$ cat config.mk
export PLATFORM = sky130hd
export DESIGN_NAME = lgu_arbiter
export DESIGN_NICKNAME = d
export VERILOG_FILES = /design/src/rtl/lgu_pkg.sv /design/src/rtl/lgu_rr_pick.sv /design/src/rtl/lgu_arbiter.sv
export SDC_FILE = /design/constraint.sdc
export NUM_CORES = 1
export LEC_CHECK = 0
export ABC_AREA = 1
export BUFFER_PORTS_ARGS = -buffer_cell sky130_fd_sc_hd__clkbuf_2
export CELL_PAD_IN_SITES_DETAIL_PLACEMENT = 0
export CELL_PAD_IN_SITES_GLOBAL_PLACEMENT = 1
export CORE_ASPECT_RATIO = 1.4
export CORE_MARGIN = 3
export CORE_UTILIZATION = 35
export CTS_BUF_LIST = sky130_fd_sc_hd__clkbuf_2 sky130_fd_sc_hd__clkbuf_4 sky130_fd_sc_hd__clkbuf_8
export CTS_CLUSTER_SIZE = 24
export DETAILED_ROUTE_END_ITERATION = 7
export GPL_TIMING_DRIVEN = 1
export PLACE_DENSITY = 0.95
export SLEW_MARGIN = 40
export SYNTH_ARGS = -nofsm -noshare
export SYNTH_HDL_FRONTEND = slang
export SYNTH_SLANG_ARGS = --single-unit
$ cat constraint.sdc
create_clock -name clk -period 3.15 [get_ports clk]
set_input_delay 0.315 -clock clk [delete_from_list [all_inputs] [get_ports clk]]
set_output_delay 0.315 -clock clk [all_outputs]
set_load 0.01 [all_outputs]
$ cat src/rtl/lgu_pkg.sv
// -----------------------------------------------------------------------------
// lgu_pkg
// Shared definitions for the logic-unit arbiter: operation encoding, arbiter
// FSM states, logic-unit shift-select codes, requester identifiers and the
// op -> logic-unit control decode.
// No ports (package).
// -----------------------------------------------------------------------------
package lgu_pkg;

    typedef enum logic [2:0] {
        OP_AND = 3'b000,
        OP_NOT = 3'b001,
        OP_SRA = 3'b010,
        OP_SRL = 3'b011,
        OP_SLL = 3'b100
    } op_e;

    typedef enum logic [1:0] {
        IDLE  = 2'd0,
        ISSUE = 2'd1,
        RESP  = 2'd2
    } state_e;

    localparam logic [1:0] SHF_SRA  = 2'b00;
    localparam logic [1:0] SHF_SRL  = 2'b01;
    localparam logic [1:0] SHF_SLL  = 2'b10;
    localparam logic [1:0] SHF_ZERO = 2'b11;

    // Requester identity, used for owner and last_grant.
    localparam logic OWN_A = 1'b0;
    localparam logic OWN_B = 1'b1;

    typedef struct packed {
        logic       and_sel;
        logic       not_sel;
        logic [1:0] shf;
    } lgu_ctl_t;

    // Illegal codes leave every select idle (shf = 11); the unit itself then
    // produces 0 with Z=1, which is passed through untouched.
    function automatic lgu_ctl_t decode_op(input logic [2:0] op);
        lgu_ctl_t c;
        c.and_sel = 1'b0;
        c.not_sel = 1'b0;
        c.shf     = SHF_ZERO;
        case (op)
            OP_AND:  c.and_sel = 1'b1;
            OP_NOT:  c.not_sel = 1'b1;
            OP_SRA:  c.shf     = SHF_SRA;
            OP_SRL:  c.shf     = SHF_SRL;
            OP_SLL:  c.shf     = SHF_SLL;
            default: c.shf     = SHF_ZERO;
        endcase
        return c;
    endfunction

endpackage

$ cat src/rtl/lgu_rr_pick.sv
// -----------------------------------------------------------------------------
// lgu_rr_pick
// Two-input winner select. With a single valid that requester wins; on a tie
// the requester not granted last wins (round-robin).
// Build option: define LGU_ARB_FIXED_PRIO_EN to make A win every tie
// (last_grant ignored, B may starve).
// Ports:
//   valid_a, valid_b  in   request valids
//   last_grant        in   requester granted last (OWN_A / OWN_B)
//   pick_a, pick_b    out  one-hot (or zero) winner, purely combinational
// -----------------------------------------------------------------------------
module lgu_rr_pick
    import lgu_pkg::*;
(
    input  logic valid_a,
    input  logic valid_b,
    input  logic last_grant,
    output logic pick_a,
    output logic pick_b
);

`ifdef LGU_ARB_FIXED_PRIO_EN
    logic unused_last_grant;
    assign unused_last_grant = last_grant;

    assign pick_a = valid_a;
    assign pick_b = valid_b && !valid_a;
`else
    assign pick_a = valid_a && (!valid_b || (last_grant == OWN_B));
    assign pick_b = valid_b && (!valid_a || (last_grant == OWN_A));
`endif

endmodule

$ cat src/rtl/lgu_arbiter.sv
// -----------------------------------------------------------------------------
// lgu_arbiter
// Shares one combinational 16-bit logic/shift unit between requesters A and B.
// One operation in flight: IDLE (accept) -> ISSUE (drive unit one cycle,
// capture result) -> RESP (hold result until owner consumes it).
// Build option: LGU_ARB_FIXED_PRIO_EN (see lgu_rr_pick) selects fixed A-priority.
// Ports:
//   clk, rst_n                     clock, async active-low reset
//   reqX_valid/ready/op/in0/in1    request port X (A/B); in1 = shift amount
//   rspX_valid/ready/data/z/n      response port X (A/B)
//   lgu_in0/in1/and/not/shf        drive to the logic unit (ISSUE only)
//   lgu_out/z/n                    result from the logic unit
//   busy                           FSM not in IDLE
//   ops_done                       completed response handshakes (wraps)
// -----------------------------------------------------------------------------
module lgu_arbiter
    import lgu_pkg::*;
#(
    parameter int DATA_W = 16,
    parameter int CNT_W  = 16
) (
    input  logic              clk,
    input  logic              rst_n,

    input  logic              reqa_valid,
    output logic              reqa_ready,
    input  logic [2:0]        reqa_op,
    input  logic [DATA_W-1:0] reqa_in0,
    input  logic [DATA_W-1:0] reqa_in1,

    input  logic              reqb_valid,
    output logic              reqb_ready,
    input  logic [2:0]        reqb_op,
    input  logic [DATA_W-1:0] reqb_in0,
    input  logic [DATA_W-1:0] reqb_in1,

    output logic              rspa_valid,
    input  logic              rspa_ready,
    output logic [DATA_W-1:0] rspa_data,
    output logic              rspa_z,
    output logic              rspa_n,

    output logic              rspb_valid,
    input  logic              rspb_ready,
    output logic [DATA_W-1:0] rspb_data,
    output logic              rspb_z,
    output logic              rspb_n,

    output logic [DATA_W-1:0] lgu_in0,
    output logic [DATA_W-1:0] lgu_in1,
    output logic              lgu_and,
    output logic              lgu_not,
    output logic [1:0]        lgu_shf,
    input  logic [DATA_W-1:0] lgu_out,
    input  logic              lgu_z,
    input  logic              lgu_n,

    output logic              busy,
    output logic [CNT_W-1:0]  ops_done
);

    state_e            state;
    state_e            state_d;
    logic              last_grant;
    logic              pick_a;
    logic              pick_b;
    logic              req_fire;
    logic              rsp_fire;

    logic              owner_p0;
    logic [2:0]        op_p0;
    logic [DATA_W-1:0] in0_p0;
    logic [DATA_W-1:0] in1_p0;

    logic [DATA_W-1:0] data_p1;
    logic              z_p1;
    logic              n_p1;

    logic [CNT_W-1:0]  ops_count;
    lgu_ctl_t          ctl;

    lgu_rr_pick u_pick (
        .valid_a    (reqa_valid),
        .valid_b    (reqb_valid),
        .last_grant (last_grant),
        .pick_a     (pick_a),
        .pick_b     (pick_b)
    );

    assign reqa_ready = (state == IDLE) && pick_a;
    assign reqb_ready = (state == IDLE) && pick_b;
    assign req_fire   = (reqa_valid && reqa_ready) || (reqb_valid && reqb_ready);
    assign rsp_fire   = (state == RESP) &&
                        ((owner_p0 == OWN_A) ? rspa_ready : rspb_ready);

    always_comb begin
        state_d = state;
        case (state)
            IDLE:    if (req_fire) state_d = ISSUE;
            ISSUE:   state_d = RESP;
            RESP:    if (rsp_fire) state_d = IDLE;
            default: state_d = IDLE;
        endcase
    end

    always_ff @(posedge clk or negedge rst_n) begin
        if (!rst_n) begin
            state      <= IDLE;
            last_grant <= OWN_B;
            owner_p0   <= OWN_A;
            ops_count  <= '0;
        end else begin
            state <= state_d;
            if (req_fire) begin
                owner_p0   <= reqb_ready ? OWN_B : OWN_A;
                last_grant <= reqb_ready ? OWN_B : OWN_A;
            end
            if (rsp_fire) begin
                ops_count <= ops_count + 1'b1;
            end
        end
    end

    // ---- p0: request capture (accepted in IDLE) ----
    always_ff @(posedge clk) begin
        if (req_fire) begin
            op_p0  <= reqb_ready ? reqb_op  : reqa_op;
            in0_p0 <= reqb_ready ? reqb_in0 : reqa_in0;
            in1_p0 <= reqb_ready ? reqb_in1 : reqa_in1;
        end
    end

    // ---- ISSUE: drive the logic unit from p0 registers ----
    always_comb begin
        ctl     = decode_op(op_p0);
        lgu_in0 = '0;
        lgu_in1 = '0;
        lgu_and = 1'b0;
        lgu_not = 1'b0;
        lgu_shf = SHF_ZERO;
        if (state == ISSUE) begin
            lgu_in0 = in0_p0;
            lgu_in1 = in1_p0;
            lgu_and = ctl.and_sel;
            lgu_not = ctl.not_sel;
            lgu_shf = ctl.shf;
        end
    end

    // ---- p1: result capture at the end of ISSUE ----
    // Result registers are reset so the response ports read 0 after reset.
    always_ff @(posedge clk or negedge rst_n) begin
        if (!rst_n) begin
            data_p1 <= '0;
            z_p1    <= 1'b0;
            n_p1    <= 1'b0;
        end else if (state == ISSUE) begin
            data_p1 <= lgu_out;
            z_p1    <= lgu_z;
            n_p1    <= lgu_n;
        end
    end

    // ---- RESP: present p1 result to the owner only ----
    assign rspa_valid = (state == RESP) && (owner_p0 == OWN_A);
    assign rspb_valid = (state == RESP) && (owner_p0 == OWN_B);
    assign rspa_data  = data_p1;
    assign rspa_z     = z_p1;
    assign rspa_n     = n_p1;
    assign rspb_data  = data_p1;
    assign rspb_z     = z_p1;
    assign rspb_n     = n_p1;

    assign busy     = (state != IDLE);
    assign ops_done = ops_count;

endmodule

# After elaboration in Yosys (flattened, before gate mapping)
# Cells that the tools add are included.
dict set report word_totals {
  word_cells 55
  reg_bits 73
  input_bits 94
}
dict set report classes {
  add_sub_neg 1
  eq_ne 8
  bitwise 2
  n_reduce_logical 18
  mux 16
}
# operator n
set op_table {}
lappend op_table {{$mux 16} 4}
lappend op_table {{$add 16x1->16 const B} 1}
lappend op_table {{$pmux 2 s3} 2}
lappend op_table {{$logic_and 1x1->1} 9}
lappend op_table {{$eq 3x2->1 const B} 2}
lappend op_table {{$mux 1} 6}
lappend op_table {{$mux 2} 3}
lappend op_table {{$ne 2x2->1 const B} 2}
lappend op_table {{$eq 3x1->1 const B} 1}
lappend op_table {{$eq 3x3->1 const B} 1}
lappend op_table {{$logic_not 3->1} 1}
lappend op_table {{$logic_or 1x1->1} 3}
lappend op_table {{$mux 3} 1}
lappend op_table {{$eq 2x1->1 const B} 1}
lappend op_table {{$eq 2x2->1 const B} 1}
lappend op_table {{$logic_not 1->1} 2}
lappend op_table {{$logic_not 2->1} 1}
lappend op_table {{$not 1->1} 2}
lappend op_table {{$reduce_and 2->1} 1}
lappend op_table {{$reduce_bool 2->1} 1}

# Longest topological paths before layout
# Gate-level depths: netlist of the first run.
dict set report depth {
  depth_word 8
  ltp_mapped 9
  depth_no_buf 8
}

# Modules after synthesis
# From an unflattened synthesis of the first run, not the netlist that was laid out.
dict set report hier_totals {
  hier_cells 475
  area_unflattened_um2 3717.3
}
# module seq_area_each_um2 area_each_um2 cells_each n_inst
set modules_own_cells {}
lappend modules_own_cells {lgu_arbiter 2003.2 3689.8 471 1}
lappend modules_own_cells {lgu_rr_pick 0.0 27.5 4 1}

# Worst setup path after synthesis of the first run
# OpenSTA, ideal clock, no wires.
dict set report synth_path {
  kind {flip-flop to flip-flop}
  from {reg state[0]}
  to {reg in0_p0[0] (enable)}
  required_time_ps 2757
  stages_incl_launch_ff 6
  t_arrival_ps 1746
  setup_ps 393
  path_slack_ps 1011
  path_buffers 2
  cell_sequence {dfrtp_1 > nor2_2 > nand3_2 > buf_2 > buf_6 > nand2_1}
}
dict set report synth_between {
  elab_chain_cells 4
}
# item line_no
set synth_rtl {}
lappend synth_rtl {{from (decl)} lgu_arbiter.sv:62} ;# state_e state;
lappend synth_rtl {{from (signal assigned)} lgu_arbiter.sv:113} ;# state <= state_d;
lappend synth_rtl {{$logic_not 2->1 *} {lgu_arbiter.sv:90, lgu_arbiter.sv:91}}
lappend synth_rtl {{$logic_and 1x1->1, on equally long branches} {lgu_arbiter.sv:90, lgu_arbiter.sv:91}}
lappend synth_rtl {{$logic_and 1x1->1} lgu_arbiter.sv:92} ;# assign req_fire = (reqa_valid && reqa_ready) || (reqb_valid && reqb_ready);
lappend synth_rtl {{$logic_or 1x1->1 *} lgu_arbiter.sv:92}
lappend synth_rtl {{named net req_fire} lgu_arbiter.sv:67} ;# logic req_fire;
lappend synth_rtl {{to (signal assigned)} lgu_arbiter.sv:128} ;# in0_p0 <= reqb_ready ? reqb_in0 : reqa_in0;
lappend synth_rtl {{to (decl)} lgu_arbiter.sv:72} ;# logic [DATA_W-1:0] in0_p0;
# Mark *: on every way through the listed nets, which the timed path passes. The rest lies on a longest branch.
# A chain may end at the register's enable or synchronous reset.

# Final worst setup path of the first run
dict set report layout_path {
  from {reg state[0]}
  to {out reqb_ready}
}
dict set report layout_between {
  elab_chain_cells 2
}
# item line_no
set layout_rtl {}
lappend layout_rtl {{$logic_not 2->1} lgu_arbiter.sv:91} ;# assign reqb_ready = (state == IDLE) && pick_b;
lappend layout_rtl {{$logic_and 1x1->1} lgu_arbiter.sv:91}
lappend layout_rtl {{to (decl)} lgu_arbiter.sv:32} ;# output logic reqb_ready,
# No other way between the ends.

==> results of run 1 <==
[synthesized netlist by cell type]
| master | count |
|---|---|
| nand4_1 | 5 |
| or2_2 | 1 |
| clkbuf_1 | 5 |
| dfrtp_1 | 37 |
| nor2_1 | 48 |
| nor3_1 | 3 |
| buf_4 | 23 |
| nor2_2 | 3 |
| buf_6 | 2 |
| nand2_1 | 206 |
| inv_1 | 54 |
| nand2_2 | 1 |
| nand3_2 | 1 |
| nor2_4 | 3 |
| inv_2 | 3 |
| buf_2 | 3 |
| ha_1 | 1 |
| dfstp_2 | 1 |
| o21ai_0 | 3 |
| edfxtp_1 | 35 |
| xor2_1 | 10 |
| nand3_1 | 8 |
[layout make-up]
type | count | area, sq um
clock buffers | 15 | 175.2
clock inverters | 1 | 5.005
fillers | 1023 | 5296
inverters | 57 | 216.5
multi-input cells | 293 | 1230
flip-flops and latches | 73 | 2003
well taps | 135 | 168.9
repair buffers | 190 | 965.9
[power by group]
| group | internal [mW] | switching [mW] |
|---|---|---|
| logic | 0.548 | 1.02 |
| registers | 1.43 | 0.193 |
| clock network | 0.352 | 0.329 |
| total | 2.33 | 1.55 |
[per-layer routing]
| layer | wire, microns | vias to the layer above | share of wire [%] |
|---|---|---|---|
| met3 | 719 | 16 | 7.9 |
| li1 | - | 1692 | - |
| met4 | 181 | 0 | 2.0 |
| met1 | 3727 | 1449 | 41 |
| met5 | 0 | - | 0 |
| met2 | 4479 | 148 | 49 |
[worst paths after layout]
kind / endpoint / slack [ns] / cells after the start
setup / recovery: reqb_ready / 0.83 / 5
min in group asynchronous: ops_done[11]$_DFFE_PN0P_ / 0.49 / 2
hold / removal: rspa_data[10]$_DFFE_PN0P_ / 0.17 / 3
hold reg to reg: rspa_data[15]$_DFFE_PN0P_ / 0.49 / 2
max in group asynchronous: last_grant$_DFFE_PN1P_ / 2.29 / 2
setup reg to reg: in0_p0[15]$_DFFE_PP_ / 1.31 / 5
[registers in the layout (all words and copies together) (netlist names), 2 cells and up]
signal,count
in0_p0,16
in1_p0,16
op_p0,3
ops_done,16
rspa_data,16
state,2
[kinds of logic after synthesis]
logic type,Yosys count
flip-flops,73
XOR/XNOR,10
AO/OA/AOI/OAI,3
AND/OR/NAND/NOR,279
buffers and inverters,90
adder cells (fa/ha/maj),1
[tightest hold or removal path: stages]
cell      delay, ns
clkbuf_2       0.07
nand2_1        0.04
nand2_1        0.05
[timing repair]
action	in CTS	in global routing
hold endpoints to repair	37	0
setup buffers	0	0
hold buffers	1	0
==> results.toml, run 1 <==
[timing]
rsz0062_at_grt = "false"
hold_viol = 0
fin_crit_ns = 2.315
fmax_mhz = 431.9
finalSetupViolCount = 0
tns_ns = 0
whs_ns = 0.1684
setup_ws_ns = 0.8348
fin_crit_sh_pct = 73.50
finClkSkew_ns = 0.01155
maxSlewViolCount = 0
maxSlewHeadroom_pct = 63.48
worst_pin_slew_ns = 0.5469

[critical_path]
crit_slowest_cell = "inv_2"
path_buf_inv = 3
cp.arrival_ns = 2.00
critPathMaxFanout = 40
path_class = "reg -> out"
reg2reg_from = "state[0]$_DFFE_PN0P_"
start_kind = "flop"
critical_path.startpoint = "state[0]$_DFFE_PN0P_"
required_ns = 2.83
path_cells = "nor2_2 > nand3_2 > buf_4 > inv_2 > clkbuf_2"
critPathTopFamily = "buffers and inverters"
crit_path_end_kind = "primary output"
max_stage_delay_ns = 0.46

[final_layout]
drive_above_1_share_pct = 34.66
final_common_cell = "nand2_1"
utilization_pct = 47.36
area_growth_pct = 29.61
nets = 719
stdcell_count = 764
stdcell_area_sq_um = 4765
final_cell_mix = "206 x nand2_1, 185 x clkbuf_2, 54 x inv_1"
antenna_cells = 0

[synth]
yosys.area_share.simple_pct = 30.33
yosys.area.top_type = "edfxtp_1"
synthMuxAreaShare_pct = 0
synth_top_area_share_pct = 28.59
synthXorXnorAreaFrac_pct = 2.383
ys_seq_area_share_pct = 54.49
ys_ff_latch = 73
synth_top_family_by_area = "simple AND/OR/NAND/NOR gates"
syn_area_sq_um = 3676
synth_warnings = 0
ys_top_cells_by_area = "edfxtp_1 29%, dfrtp_1 25%, nand2_1 21%"
syn_inst = 456
yosysUniqueCellTypes = 22
synth_fa_ha_area_share_pct = 0.3404
synth_area_per_cell_sq_um = 8.061
syn-num-nets = 551
synth_compound_area_share_pct = 0.4084

[global_routing]
grt.total_usage_pct = 15.48
grt_pass1_vias = 3129
met1_usage_pct = 17.76
grt_max_degree = 55
antenna_found_initial = 0
use_met2_pct = 27.35
grt-busiest-layer = "met2"
grt_pass1_wl_mm = 14.32
met3_usage_pct = 4.122
grt-ovfl-total = 0

[die]
die_x_microns = 92.62
die_area_sq_um = 11790
start_util_pct = 36.54
die_h_microns = 127.3
num_io_pins = 187
row_count = 43
core_region_area_sq_um = 10060

[place]
portBuffers = 186
gp_congestion = 0.7884
hpwl_mm = 6.951
post-place-ws_ns = 1.179
dp_cells = 747
placed_area_sq_um = 4574

[route]
route.vias.total = 3305
drt_iter0_drc = 91
drc_errors = 0
antenna_left = 0
first_pass_iters = 4
via_per_inst = 4.326
wl_per_cell_microns = 11.92
routed_wl_mm = 9.107

[cts]
cts_buffer_depth = 2
htree_levels = 3
cts_num_sinks = 73
cts_root_buf = "clkbuf_8"
cts_resized = 0
path_clk_slew_ns = 0.07
clk_latency_ns = 0.35
cts_buffers = 9
cts_tree = "done"

[power]
total_leakage_power_nw = 2.778
p_total_mw = 3.876
powerDensity_nw_per_um2 = 813.4
ir_drop_mv = 0.2881

[min_path]
hold_class = "in -> reg"
hold_path.startpoint = "lgu_out[10]"

[flow_run]
drv_cap = 0

[status]
outcome = "completed"
(Power assumes the default switching activity.)
==> inputs of run 2 (changes only) <==
--- a/config.mk
+++ b/config.mk
@@ -5,18 +5,18 @@
 export SDC_FILE = /design/constraint.sdc
 export NUM_CORES = 1
 export LEC_CHECK = 0
-export ABC_AREA = 1
+export ABC_AREA = 0
 export BUFFER_PORTS_ARGS = -buffer_cell sky130_fd_sc_hd__clkbuf_2
 export CELL_PAD_IN_SITES_DETAIL_PLACEMENT = 0
 export CELL_PAD_IN_SITES_GLOBAL_PLACEMENT = 1
 export CORE_ASPECT_RATIO = 1.4
 export CORE_MARGIN = 3
-export CORE_UTILIZATION = 35
+export CORE_UTILIZATION = 34
 export CTS_BUF_LIST = sky130_fd_sc_hd__clkbuf_2 sky130_fd_sc_hd__clkbuf_4 sky130_fd_sc_hd__clkbuf_8
 export CTS_CLUSTER_SIZE = 24
 export DETAILED_ROUTE_END_ITERATION = 7
 export GPL_TIMING_DRIVEN = 1
-export PLACE_DENSITY = 0.95
+export PLACE_DENSITY = 0.94
 export SLEW_MARGIN = 40
 export SYNTH_ARGS = -nofsm -noshare
 export SYNTH_HDL_FRONTEND = slang
==> constraint.sdc (replaced) <==
create_clock -name clk -period 2.28 [get_ports clk]
set_input_delay 0.228 -clock clk [delete_from_list [all_inputs] [get_ports clk]]
set_output_delay 0.228 -clock clk [all_outputs]
set_load 0.01 [all_outputs]
==> results.toml, run 2 <==
[timing]
hold_viol = 0
finalSetupViolCount = 0
fin_crit_ns = 1.902
finClkSkew_ns = 0.01175
maxSlewHeadroom_pct = 60.06
setup_ws_ns = 0.3780
tns_ns = 0
maxSlewViolCount = 0
worst_pin_slew_ns = 0.5825
fmax_mhz = 525.8
fin_crit_sh_pct = 83.42
rsz0062_at_grt = "false"
whs_ns = 0.08082

[die]
start_util_pct = 35.60
row_count = 42
num_io_pins = 187
die_h_microns = 125.1
die_area_sq_um = 11380
core_region_area_sq_um = 9669
die_x_microns = 91.04

[critical_path]
critPathMaxFanout = 23
path_class = "reg -> out"
cp.arrival_ns = 1.67
reg2reg_from = "state[1]$_DFFE_PN0P_"
required_ns = 2.05
crit_path_end_kind = "primary output"
r2r_slack_ns = 0.58
r2r-end = "in0_p0[9]$_DFFE_PP_"
start_kind = "flop"
ff2ff_path_depth = 4
critPathCapture = "lgu_shf[0]"
critical_path.startpoint = "state[1]$_DFFE_PN0P_"

[cts]
ctsHoldBuffers = 1
path_clk_slew_ns = 0.07
htree_levels = 3
cts_num_sinks = 73
cts_buffer_depth = 2
cts_resized = 0
cts_buffers = 9
cts_root_buf = "clkbuf_8"
cts_tree = "done"
clk_latency_ns = 0.35
cts_setup_buffers = 0

[route]
route.vias.total = 2701
routed_wl_mm = 7.836
via_per_inst = 4.472
antenna_left = 0
first_pass_iters = 4
wl_per_cell_microns = 12.97
drt_iter0_drc = 91
drc_errors = 0

[synth]
yosysUniqueCellTypes = 30
ys_ff_latch = 73
synth_top_area_share_pct = 30.53
synth_fa_ha_area_share_pct = 0.3635
syn_inst = 292
syn-num-nets = 387
synth_area_per_cell_sq_um = 11.79
synthXorXnorAreaFrac_pct = 4.071
synth_top_family_by_area = "simple AND/OR/NAND/NOR gates"
synthArstFlopShare_pct = 52.05
ys_seq_area_share_pct = 58.20
yosys.area_share.simple_pct = 18.76
synth_common_cells = "63 x nand2_1, 37 x dfrtp_1, 36 x mux2_2"
synth_most_common_cell = "nand2_1"
ys_top_cells_by_area = "edfxtp_1 31%, dfrtp_1 27%, mux2_2 12%"
synth_warnings = 0
synth_compound_area_share_pct = 0.7634
syn_area_sq_um = 3442
yosys.area.top_type = "edfxtp_1"
synthMuxAreaShare_pct = 12.07
synth_edf_count = 35
synthFlopType = "dfrtp_1"

[power]
ir_drop_mv = 0.4727
p_switching_mw = 1.971
pwr-share-comb_pct = 39.4
sw_frac_of_total_pct = 35.16
internal_power_mw = 3.634
power_frac_clock_pct = 21.4
seqPwrFrac_pct = 39.2
p_total_mw = 5.605
powerDensity_nw_per_um2 = 1195
total_leakage_power_nw = 2.342

[status]
outcome = "completed"

[global_routing]
grt-ovfl-total = 0
grt.total_usage_pct = 13.80
grt_pass1_vias = 2687
grt_max_degree = 39
grt_pass1_wl_mm = 12.42
antenna_found_initial = 0

[final_layout]
stdcell_count = 604
antenna_cells = 0
drive_above_1_share_pct = 52.97
stdcell_area_sq_um = 4690
utilization_pct = 48.50
final_cell_mix = "185 x clkbuf_2, 63 x nand2_1, 37 x dfrtp_1"
nets = 562
area_growth_pct = 36.24
final_common_cell = "clkbuf_2"

[min_path]
hold_class = "in -> reg"
hold_path.startpoint = "lgu_out[11]"

[place]
post-place-ws_ns = 0.5820
placed_area_sq_um = 4442
hpwl_mm = 6.208
gp_congestion = 0.7620
dp_cells = 587
portBuffers = 186

[flow_run]
drv_cap = 0
## run 2: cell count changes after synthesis, sizes merged, moves of 8 or more
| cell | change |
|---|---|
| and2 | +33 |
| xnor2 | +14 |
| nor2 | -45 |
| mux2 | +36 |
| inv | -51 |
| nand2 | -144 |
| xor2 | -8 |
## run 2: logic make-up after synthesis
| group | Yosys count |
|---|---|
| AND/OR/NAND/NOR | 126 |
| flip-flops | 73 |
| multiplexers | 37 |
| buffers and inverters | 34 |
| XOR/XNOR | 16 |
| AO/OA/AOI/OAI | 5 |
| adder cells (fa/ha/maj) | 1 |
## run 2: how the worst min path moves through the flow
stage	endpoint	slack, ns	depth (start not counted)
6_report	rspa_data[11]$_DFFE_PN0P_	0.08	3
5_1_grt	rspa_data[3]$_DFFE_PN0P_	0.06	3
4_1_cts	rspa_data[6]$_DFFE_PN0P_	0.06	3
3_5_place_dp	rspa_data[11]$_DFFE_PN0P_	0.26	1
3_3_place_gp	rspa_data[11]$_DFFE_PN0P_	0.39	1
2_1_floorplan	ops_done[0]$_DFFE_PN0P_	-0.07	0
## run 2: layout make-up
cell class	instances	area (sq um)
fill	957	4980
sequential	73	2003
multi-input combinational	185	1255
timing repair buffer	192	1006
tap	132	165.2
clock buffer	10	131.4
clock inverter	6	106.4
inverter	6	22.52
## run 2: critical path, stage by stage (launching register included)
cell	delay, ns
dfrtp_1	0.44
nand2b_1	0.17
buf_4	0.21
or3_1	0.35
clkbuf_2	0.15
## run 2: power by group through the flow
stage | Clock [mW] | Sequential (mW) | Combinational (mW)
2_1_floorplan | 0 | 2.28 | 1.40
3_3_place_gp | 0 | 2.20 | 2.23
3_5_place_dp | 0 | 2.23 | 2.27
4_1_cts | 1.24 | 2.21 | 2.28
5_1_grt | 1.30 | 2.27 | 2.44
6_report | 1.20 | 2.20 | 2.21
## run 2: metal layers
| layer | up-vias | GRT usage (%) | routed length [microns] |
|---|---|---|---|
| met5 | - | 0 | 0 |
| met2 | 116 | 25.37 | 4150 |
| met3 | 9 | 3.906 | 647 |
| met1 | 1263 | 13.96 | 2890 |
| met4 | 0 | 7.194 | 147 |
| li1 | 1313 | - | - |
==> inputs of run 3 (changes only) <==
==> constraint.sdc (replaced) <==
create_clock -name clk -period 1.8 [get_ports clk]
set_input_delay 0.18 -clock clk [delete_from_list [all_inputs] [get_ports clk]]
set_output_delay 0.18 -clock clk [all_outputs]
set_load 0.01 [all_outputs]
==> results.toml, run 3 (synthesis gave the netlist of run 2 again) <==
[status]
outcome = "completed"

[die]
row_count = 42
start_util_pct = 35.60
core_region_area_sq_um = 9669
num_io_pins = 187
die_area_sq_um = 11380
die_x_microns = 91.04
die_h_microns = 125.1

[route]
drc_errors = 0
drt_iter0_drc = 57
via_per_inst = 4.482
routed_wl_mm = 8.074
wl_per_cell_microns = 13.28
first_pass_iters = 4
antenna_left = 0
route.vias.total = 2725

[power]
total_leakage_power_nw = 2.342
seqPwrFrac_pct = 40.0
p_switching_mw = 2.609
p_total_mw = 7.018
power_frac_clock_pct = 18.4
ir_drop_mv = 0.6653
pwr-share-comb_pct = 41.6
internal_power_mw = 4.409
sw_frac_of_total_pct = 37.18
powerDensity_nw_per_um2 = 1490

[timing]
fin_crit_ns = 1.691
maxSlewHeadroom_pct = 50.74
tns_ns = 0
maxSlewViolCount = 0
fin_crit_sh_pct = 93.93
finalSetupViolCount = 0
rsz0062_at_grt = "false"
hold_viol = 0
finClkSkew_ns = 0.009910
fmax_mhz = 591.5
worst_pin_slew_ns = 0.7388

[global_routing]
grt_pass1_wl_mm = 13.23
grt.total_usage_pct = 14.51
grt_pass1_vias = 2841
grt_max_degree = 36
grt-ovfl-total = 0
antenna_found_initial = 0

[final_layout]
drive_above_1_share_pct = 54.20
area_growth_pct = 36.82
antenna_cells = 0
final_common_cell = "clkbuf_2"
utilization_pct = 48.71
final_cell_mix = "184 x clkbuf_2, 63 x nand2_1, 36 x mux2_2"
stdcell_area_sq_um = 4710
nets = 566

[critical_path]
path_class = "reg -> out"
crit_path_end_kind = "primary output"
crit_slowest_cell = "dfrtp_2"
path_cells = "nor2_4 > buf_4 > nand2_1 > a21oi_1 > clkbuf_2"
cp.arrival_ns = 1.51
critPathMaxFanout = 5
max_stage_delay_ns = 0.45
start_kind = "flop"
required_ns = 1.62

[cts]
cts_root_buf = "clkbuf_8"
cts_buffers = 9
htree_levels = 3
cts_tree = "done"
cts_num_sinks = 73
path_clk_slew_ns = 0.08
clk_latency_ns = 0.35
cts_buffer_depth = 2

[min_path]
hold_class = "in -> reg"

[place]
placed_area_sq_um = 4469
gp_congestion = 0.6902
portBuffers = 186
hpwl_mm = 6.326

[flow_run]
drv_cap = 0
-- run 3: changes by cell type in the layout (fill, tap and decap cells not counted), moves of 2 or more --
cell | before | now
dfrtp_1 | 37 | 35
bufinv_16 | 3 | 1
buf_4 | 3 | 6
dfrtp_2 | 0 | 2
buf_2 | 0 | 2
-- run 3: area by class of cell --
type / count / area, sq um
clock inverter: 6 / 66.31
clock buffer: 10 / 131.4
sequential: 73 / 2006
tap: 132 / 165.2
inverter: 6 / 22.52
fill: 943 / 4960
timing repair buffer: 196 / 1037
multi-input combinational: 185 / 1281
-- run 3: per-layer routing --
layer | track usage, % | vias to the layer above | wire length [microns]
met1 | 15.64 | 1277 | 3057
met2 | 25.67 | 122 | 4209
li1 | - | 1316 | -
met5 | 0 | - | 0
met4 | 5.151 | 0 | 125
met3 | 5.589 | 10 | 680
-- run 3: power by group through the flow --
stage | clock network [mW] | registers [mW] | logic, mW
finish | 1.29 | 2.81 | 2.92
detailed placement | 0 | 2.83 | 2.93
global placement | 0 | 2.79 | 2.87
global route | 1.43 | 2.88 | 3.22
floorplan | 0 | 2.88 | 1.78
CTS | 1.33 | 2.79 | 2.96
-- run 3: path summary, 6_finish.rpt --
| check | cells past startpoint | start | to | slack, ns |
|---|---|---|---|---|
| setup / recovery | 5 | state[0]$_DFFE_PN0P_ | reqa_ready | 0.11 |
| hold / removal | 3 | lgu_out[10] | rspa_data[10]$_DFFE_PN0P_ | 0.03 |
| hold reg to reg | 1 | ops_done[15]$_DFFE_PN0P_ | ops_done[15]$_DFFE_PN0P_ | 0.48 |
| setup reg to reg | 3 | owner_p0$_DFFE_PN0P_ | ops_done[1]$_DFFE_PN0P_ | 0.19 |
| max in group asynchronous | 3 | rst_n | rspa_n$_DFFE_PN0P_ | 0.79 |
| min in group asynchronous | 2 | rst_n | rspa_data[6]$_DFFE_PN0P_ | 0.44 |
-- run 3: per-stage QoR --
stage	hold WS [ns]	instances	setup slack, ns
final	0.02557	608	0.1093
after global routing	0.01096	608	0.006801
after CTS	0.004679	608	-0.003232
after detailed placement	0.3042	591	0.1771
after global placement	0.2978	591	0.1976
after floorplan	-0.1156	292	0.08493
-- run 3: repair_timing --
item | 4_1_cts | 5_1_grt
hold buffers | 1 | 0
endpoints found under the setup margin | 2 | 36
hold endpoints to repair | 31 | 0
resized for setup | 2 | 7
gates cloned | 0 | 0
buffers inserted | 0 | 0
-- run 3: worst max-delay path: cells and delay by family (launching register included) --
kind	cells	cell delay, ns
buffers and inverters	2	0.33
and+or+nand+nor	2	0.20
AOI/OAI and AO/OA	1	0.18
DFF	1	0.45
